File: config.mk
export PLATFORM = sky130hd
export DESIGN_NAME = rv_alu_issue
export DESIGN_NICKNAME = d
export VERILOG_FILES = /design/src/rtl/rv_alu_pkg.sv /design/src/rtl/rv_alu_decode.sv /design/src/rtl/rv_alu_issue.sv
export SDC_FILE = /design/constraint.sdc
export NUM_CORES = 1
export LEC_CHECK = 0
export CAP_MARGIN = 25
export CORE_MARGIN = 5
export CORE_UTILIZATION = 28
export DETAILED_ROUTE_END_ITERATION = 16
export SLEW_MARGIN = 20
export SYNTH_ARGS = -nofsm -noshare
export SYNTH_HDL_FRONTEND = slang
export SYNTH_HIERARCHICAL = 1
export SYNTH_SLANG_ARGS = --single-unit
File: constraint.sdc
create_clock -name clk -period 1.75 [get_ports clk]
set_input_delay 0.175 -clock clk [delete_from_list [all_inputs] [get_ports clk]]
set_output_delay 0.175 -clock clk [all_outputs]
set_load 0.05 [all_outputs]
File: src/rtl/rv_alu_pkg.sv
// Shared definitions for the RV32I ALU issue path: ALU opcodes, major opcodes,
// and the packed ALU control word (pre-op bits plus operation).
package rv_alu_pkg;

    localparam logic [3:0] ALU_ADD  = 4'd0;
    localparam logic [3:0] ALU_SUB  = 4'd1;
    localparam logic [3:0] ALU_SLL  = 4'd2;
    localparam logic [3:0] ALU_SRL  = 4'd3;
    localparam logic [3:0] ALU_SRA  = 4'd4;
    localparam logic [3:0] ALU_SLT  = 4'd5;
    localparam logic [3:0] ALU_SLTU = 4'd6;
    localparam logic [3:0] ALU_EQ   = 4'd7;
    localparam logic [3:0] ALU_NE   = 4'd8;
    localparam logic [3:0] ALU_GE   = 4'd9;
    localparam logic [3:0] ALU_GEU  = 4'd10;
    localparam logic [3:0] ALU_AND  = 4'd11;
    localparam logic [3:0] ALU_OR   = 4'd12;
    localparam logic [3:0] ALU_XOR  = 4'd13;

    localparam logic [6:0] OPC_OP     = 7'b0110011;
    localparam logic [6:0] OPC_OP_IMM = 7'b0010011;

    localparam logic [6:0] F7_BASE = 7'b0000000;
    localparam logic [6:0] F7_ALT  = 7'b0100000;

    typedef struct packed {
        logic       nx;
        logic       ix;
        logic       sx;
        logic       ny;
        logic       iy;
        logic       sy;
        logic [3:0] opcode;
    } alu_ctrl_t;

endpackage

File: src/rtl/rv_alu_decode.sv
// Combinational RV32I OP/OP-IMM decode into ALU operands and control word.
// Unsupported encodings zero the operands/controls and raise illegal.
module rv_alu_decode
    import rv_alu_pkg::*;
#(
    parameter int XLEN = 32
) (
    input  logic [31:0]     instr,
    input  logic [XLEN-1:0] rs1,
    input  logic [XLEN-1:0] rs2,
    output logic [XLEN-1:0] x,
    output logic [XLEN-1:0] y,
    output alu_ctrl_t       ctrl,
    output logic [4:0]      rd,
    output logic            illegal
);

    logic [6:0] opc;
    logic [2:0] funct3;
    logic [6:0] funct7;
    logic       f7_base;
    logic       f7_alt;

    assign opc     = instr[6:0];
    assign funct3  = instr[14:12];
    assign funct7  = instr[31:25];
    assign f7_base = (funct7 == F7_BASE);
    assign f7_alt  = (funct7 == F7_ALT);
    assign rd      = instr[11:7];

    always_comb begin
        x       = rs1;
        y       = rs2;
        ctrl    = '0;
        illegal = 1'b0;
        case (opc)
            OPC_OP: begin
                case (funct3)
                    3'b000: begin
                        ctrl.opcode = ALU_ADD;
                        // SUB is ADD with y negated by the ALU's invert+increment.
                        if (f7_alt) begin
                            ctrl.ny = 1'b1;
                            ctrl.iy = 1'b1;
                        end else if (!f7_base) begin
                            illegal = 1'b1;
                        end
                    end
                    3'b001: begin ctrl.opcode = ALU_SLL;  illegal = !f7_base; end
                    3'b010: begin ctrl.opcode = ALU_SLT;  illegal = !f7_base; end
                    3'b011: begin ctrl.opcode = ALU_SLTU; illegal = !f7_base; end
                    3'b100: begin ctrl.opcode = ALU_XOR;  illegal = !f7_base; end
                    3'b101: begin
                        ctrl.opcode = f7_alt ? ALU_SRA : ALU_SRL;
                        illegal     = !(f7_base || f7_alt);
                    end
                    3'b110: begin ctrl.opcode = ALU_OR;   illegal = !f7_base; end
                    default: begin ctrl.opcode = ALU_AND; illegal = !f7_base; end
                endcase
            end
            OPC_OP_IMM: begin
                // The ALU sign-extends the raw 12-bit immediate when sy is set.
                y       = {{(XLEN-12){1'b0}}, instr[31:20]};
                ctrl.sy = 1'b1;
                case (funct3)
                    3'b000: ctrl.opcode = ALU_ADD;
                    3'b010: ctrl.opcode = ALU_SLT;
                    3'b011: ctrl.opcode = ALU_SLTU;
                    3'b100: ctrl.opcode = ALU_XOR;
                    3'b110: ctrl.opcode = ALU_OR;
                    3'b111: ctrl.opcode = ALU_AND;
                    3'b001: begin
                        y           = {{(XLEN-5){1'b0}}, instr[24:20]};
                        ctrl.sy     = 1'b0;
                        ctrl.opcode = ALU_SLL;
                        illegal     = !f7_base;
                    end
                    default: begin
                        y           = {{(XLEN-5){1'b0}}, instr[24:20]};
                        ctrl.sy     = 1'b0;
                        ctrl.opcode = f7_alt ? ALU_SRA : ALU_SRL;
                        illegal     = !(f7_base || f7_alt);
                    end
                endcase
            end
            default: illegal = 1'b1;
        endcase
        if (illegal) begin
            x    = '0;
            y    = '0;
            ctrl = '0;
        end
    end

endmodule

File: src/rtl/rv_alu_issue.sv
// Two-stage issue/retire around an external combinational ALU: s1 drives alu_*,
// s2 captures the result; 2-cycle latency, full throughput, stalls hold both stages.
module rv_alu_issue
    import rv_alu_pkg::*;
#(
    parameter int XLEN = 32
) (
    input  logic            clk,
    input  logic            reset,
    input  logic            in_valid,
    output logic            in_ready,
    input  logic [31:0]     in_instr,
    input  logic [XLEN-1:0] in_rs1,
    input  logic [XLEN-1:0] in_rs2,
    output logic [XLEN-1:0] alu_x,
    output logic [XLEN-1:0] alu_y,
    output logic            alu_nx,
    output logic            alu_ix,
    output logic            alu_sx,
    output logic            alu_ny,
    output logic            alu_iy,
    output logic            alu_sy,
    output logic [3:0]      alu_opcode,
    input  logic [XLEN-1:0] alu_out,
    input  logic            alu_zero,
    output logic            res_valid,
    input  logic            res_ready,
    output logic [XLEN-1:0] res_data,
    output logic [4:0]      res_rd,
    output logic            res_zero,
    output logic            res_illegal
);

    logic [XLEN-1:0] dec_x;
    logic [XLEN-1:0] dec_y;
    alu_ctrl_t       dec_ctrl;
    logic [4:0]      dec_rd;
    logic            dec_illegal;

    rv_alu_decode #(.XLEN(XLEN)) u_decode (
        .instr   (in_instr),
        .rs1     (in_rs1),
        .rs2     (in_rs2),
        .x       (dec_x),
        .y       (dec_y),
        .ctrl    (dec_ctrl),
        .rd      (dec_rd),
        .illegal (dec_illegal)
    );

    logic       s1_valid;
    alu_ctrl_t  s1_ctrl;
    logic [4:0] s1_rd;
    logic       s1_illegal;
    logic       s2_load;
    logic       accept;

    assign s2_load  = s1_valid && (!res_valid || res_ready);
    assign in_ready = !s1_valid || s2_load;
    assign accept   = in_valid && in_ready;

    assign alu_nx     = s1_ctrl.nx;
    assign alu_ix     = s1_ctrl.ix;
    assign alu_sx     = s1_ctrl.sx;
    assign alu_ny     = s1_ctrl.ny;
    assign alu_iy     = s1_ctrl.iy;
    assign alu_sy     = s1_ctrl.sy;
    assign alu_opcode = s1_ctrl.opcode;

    always_ff @(posedge clk) begin
        if (reset) begin
            s1_valid   <= 1'b0;
            alu_x      <= '0;
            alu_y      <= '0;
            s1_ctrl    <= '0;
            s1_rd      <= '0;
            s1_illegal <= 1'b0;
        end else begin
            if (accept) begin
                s1_valid   <= 1'b1;
                alu_x      <= dec_x;
                alu_y      <= dec_y;
                s1_ctrl    <= dec_ctrl;
                s1_rd      <= dec_rd;
                s1_illegal <= dec_illegal;
            end else if (s2_load) begin
                s1_valid <= 1'b0;
            end
        end
    end

    always_ff @(posedge clk) begin
        if (reset) begin
            res_valid   <= 1'b0;
            res_data    <= '0;
            res_rd      <= '0;
            res_zero    <= 1'b0;
            res_illegal <= 1'b0;
        end else begin
            if (s2_load) begin
                res_valid   <= 1'b1;
                res_data    <= s1_illegal ? '0 : alu_out;
                res_rd      <= s1_rd;
                res_zero    <= s1_illegal ? 1'b1 : alu_zero;
                res_illegal <= s1_illegal;
            end else if (res_ready) begin
                res_valid <= 1'b0;
            end
        end
    end

endmodule

==> flow_summary_export.csv <==
group,metric,value,unit
worst_setup_path,crit_family,"buffers and inverters",
clocking,clock_path_buffers,2,
synthesis,yosysUniqueCellTypes,43,
clocking,cts_tree,"done",
power_and_ir_drop,p_leak,4.59,nW
drt,first_pass_iters,5,
synthesis,synthArstFlopShare,0,%
clocking,clock_latency,0.41,ns
sta,fin_crit_sh,96.6,%
synthesis,yosysWarnings,6,
worst_setup_path,max_stage_delay,0.80,ns
place,gp_congestion,0.806,
place,place_ws,-0.452,ns
worst_setup_path,cp.required,1.57,ns
die,start_util,28.1,%
synthesis,ys.flop_type,"dfxtp_1",
sta,timing.slew.headroom,58.3,%
worst_setup_path,cp_num_buf_inv,1,
finish,fin_util,43.1,%
worst_setup_path,endpoint_kind,"output port",
finish,diodes,0,
worst_setup_path,cp_max_fo,2,
power_and_ir_drop,power.density,771,mW/mm^2
global_routing,antenna_found_initial,0,
global_routing,grt_pass1_vias,5683,
synthesis,synth_edf_count,0,
global_routing,grt_max_degree,58,
min_path,whs_path_depth,5,
die,row_count,56,
clocking,cts_root_buf,"clkbuf_16",
synthesis,yosysTopAreaCell,"dfxtp_1",
worst_setup_path,crit_chain,"clkdlybuf4s50_1",
sta,finalHoldViolCount,0,
synthesis,synth_top_cell_area_share,37.1,%
sta,worst_slack,0.0599,ns
global_routing,gr-total-overflow,0,
worst_setup_path,start_kind,"flop",
sta,max_clock_freq,592,MHz
sta,worstMarginPinSlew,0.625,ns
clocking,h-tree-depth,4,
finish,layout-drive-gt1-share,14.7,%
sta,period_needed,1.69,ns
sta,finalSetupViolations,0,
worst_setup_path,worstRegToRegCells,6,
drt,routed_wl,20400,um
sta,holdWs,0.253,ns
power_and_ir_drop,ir_drop,516,uV
sta,slew_viol_final,0,
clocking,clock-sinks,121,
drt,dr_total_vias,5684,
die,fp.coreArea,0.0233,mm^2
clocking,clkSlewWorstSetupHoldPaths,0.06,ns
outcome,status,"complete, no violations",
place,port_buffers,242,
synthesis,synth_most_common_cell,"nand2b_1",
clocking,cts_buffers,17,
synthesis,synth.top_cells.by_count,"163 x nand2b_1, 121 x dfxtp_1, 82 x mux2i_1",
synthesis,ys_seq_area_share,37.1,%
clocking,cts_hold_buffers,0,
worst_setup_path,worstSetupPathType,"flop to output port",
global_routing,grt_pass1_wl,31300,um
synthesis,synthTopCellsByArea,"dfxtp_1 37%, nand2b_1 16%, mux2i_1 13%",
synthesis,synth_area_per_cell,9.31,um^2
drt,drc_errors,0,
synthesis,netlist_instances,702,
finish,nNetsFinal,1078,
die,die_w,163,um
min_path,min_path_type,"input port to flop",
place,place_area,0.00930,mm^2
finish,syn_to_final_growth,53.4,%
global_routing,grt_usage,14.8,%
worst_setup_path,cp.depth,1,
drt,drt_iter0_drc,310,
synthesis,netlist_area,0.00654,mm^2
drt,post_drt_wl_per_cell,16.0,um
sta,fin_worst_skew,0.00978,ns
job,maxCapViolations,0,
finish,postLayoutCellArea,0.0100,mm^2
place,dp_hpwl,14400,um
drt,drtAntennaViolNets,0,
die,ios,248,
drt,via_per_inst,4.45,
die,fp.dieH,163,um
die,die-area,0.0265,mm^2
worst_setup_path,cp.arrival,1.52,ns
synthesis,synth_seq_cells,121,
worst_setup_path,critPathSlowestCell,"clkdlybuf4s50_1",
## metrics by stage
step           power (mW)  TNS (ns)  cells
2_1_floorplan        3.51         0    704
5_1_grt              8.07  -0.00129   1277
3_3_place_gp         4.01    -21.64   1236
4_1_cts              7.86         0   1269
6_report             7.74         0   1277
3_5_place_dp         4.01    -23.69   1236
## path summary, 6_finish.rpt
kind	startpoint	to	slack, ns
setup / recovery	res_data[22]	res_data[22]	0.06
hold / removal	in_instr[26]	alu_y[6]	0.25
setup reg to reg	res_valid	alu_x[12]	0.31
hold reg to reg	s1_rd[4]	res_rd[4]	0.46
## registers in the layout, summed over array words and instances (netlist names)
signal / count
alu_x: 32
alu_y: 32
res_data: 32
res_rd: 5
s1_rd: 5
alu_opcode: 4
alu_ix: 1
alu_iy: 1
alu_nx: 1
alu_ny: 1
alu_sx: 1
alu_sy: 1
res_illegal: 1
res_valid: 1
res_zero: 1
s1_illegal: 1
s1_valid: 1
## repair_timing
action                                  CTS  global route
cloned                                    0             1
pin swaps                                 1             2
endpoints found under the setup margin   68            59
setup buffers                             1             7
resized for setup                        62            37
## layout by cell type (no fill, tap or decap), types with 2 or more instances in the layout
cell             count
a2111oi_2            3
a21boi_1             7
a21boi_4             2
a21oi_1             41
and2_1              37
and3_1               2
buf_12              15
buf_4               59
bufinv_16            4
clkbuf_16           18
clkbuf_8             2
clkdlybuf4s50_1    126
clkinv_2             4
clkinv_4             2
clkinvlp_4           2
conb_1               3
dfxtp_1            121
dlygate4sd2_1       62
dlymetal6s2s_1      35
mux2i_1             82
nand2_1             32
nand2b_1           163
nand3_1             10
nand4_1              7
nand4b_1            32
nor2_1               6
nor3_2              17
nor3b_1              3
nor4_2               2
nor4_4               2
o21ai_0             30
o21ai_1              9
## kinds of logic after synthesis
group           Yosys count  synth area share [%]
buf+inv                  79                  9.00
mux                      82                  12.6
xor+xnor                  1                 0.134
compound gates           97                  8.78
flops                   121                  37.1
other cells               1                0.0574
simple gates            321                  32.4
## final cells by class
cell class | instances | area (um^2)
Sequential cell | 121 | 2420
Fill cell | 2365 | 13200
Timing Repair Buffer | 299 | 3020
Clock buffer | 20 | 457
Clock inverter | 12 | 173
Multi-Input combinational cell | 504 | 3550
Tap cell | 319 | 399
Inverter | 2 | 7.51
## power by group
group	internal, mW	total [mW]	switching (mW)
logic	0.581	1.11	0.525
clock network	2.46	3.79	1.33
registers	2.81	2.84	0.0323
## routing by layer
layer  vias to the layer above  global-route usage (%)  share of wire [%]
met5                         -                       0                  0
met4                         0                    3.16               0.64
met2                       199                    23.5                 44
met1                      2616                    19.1                 46
met3                         7                    5.97                9.4
li1                       2862                       -                  -
Power figures use the tool's default switching activity.
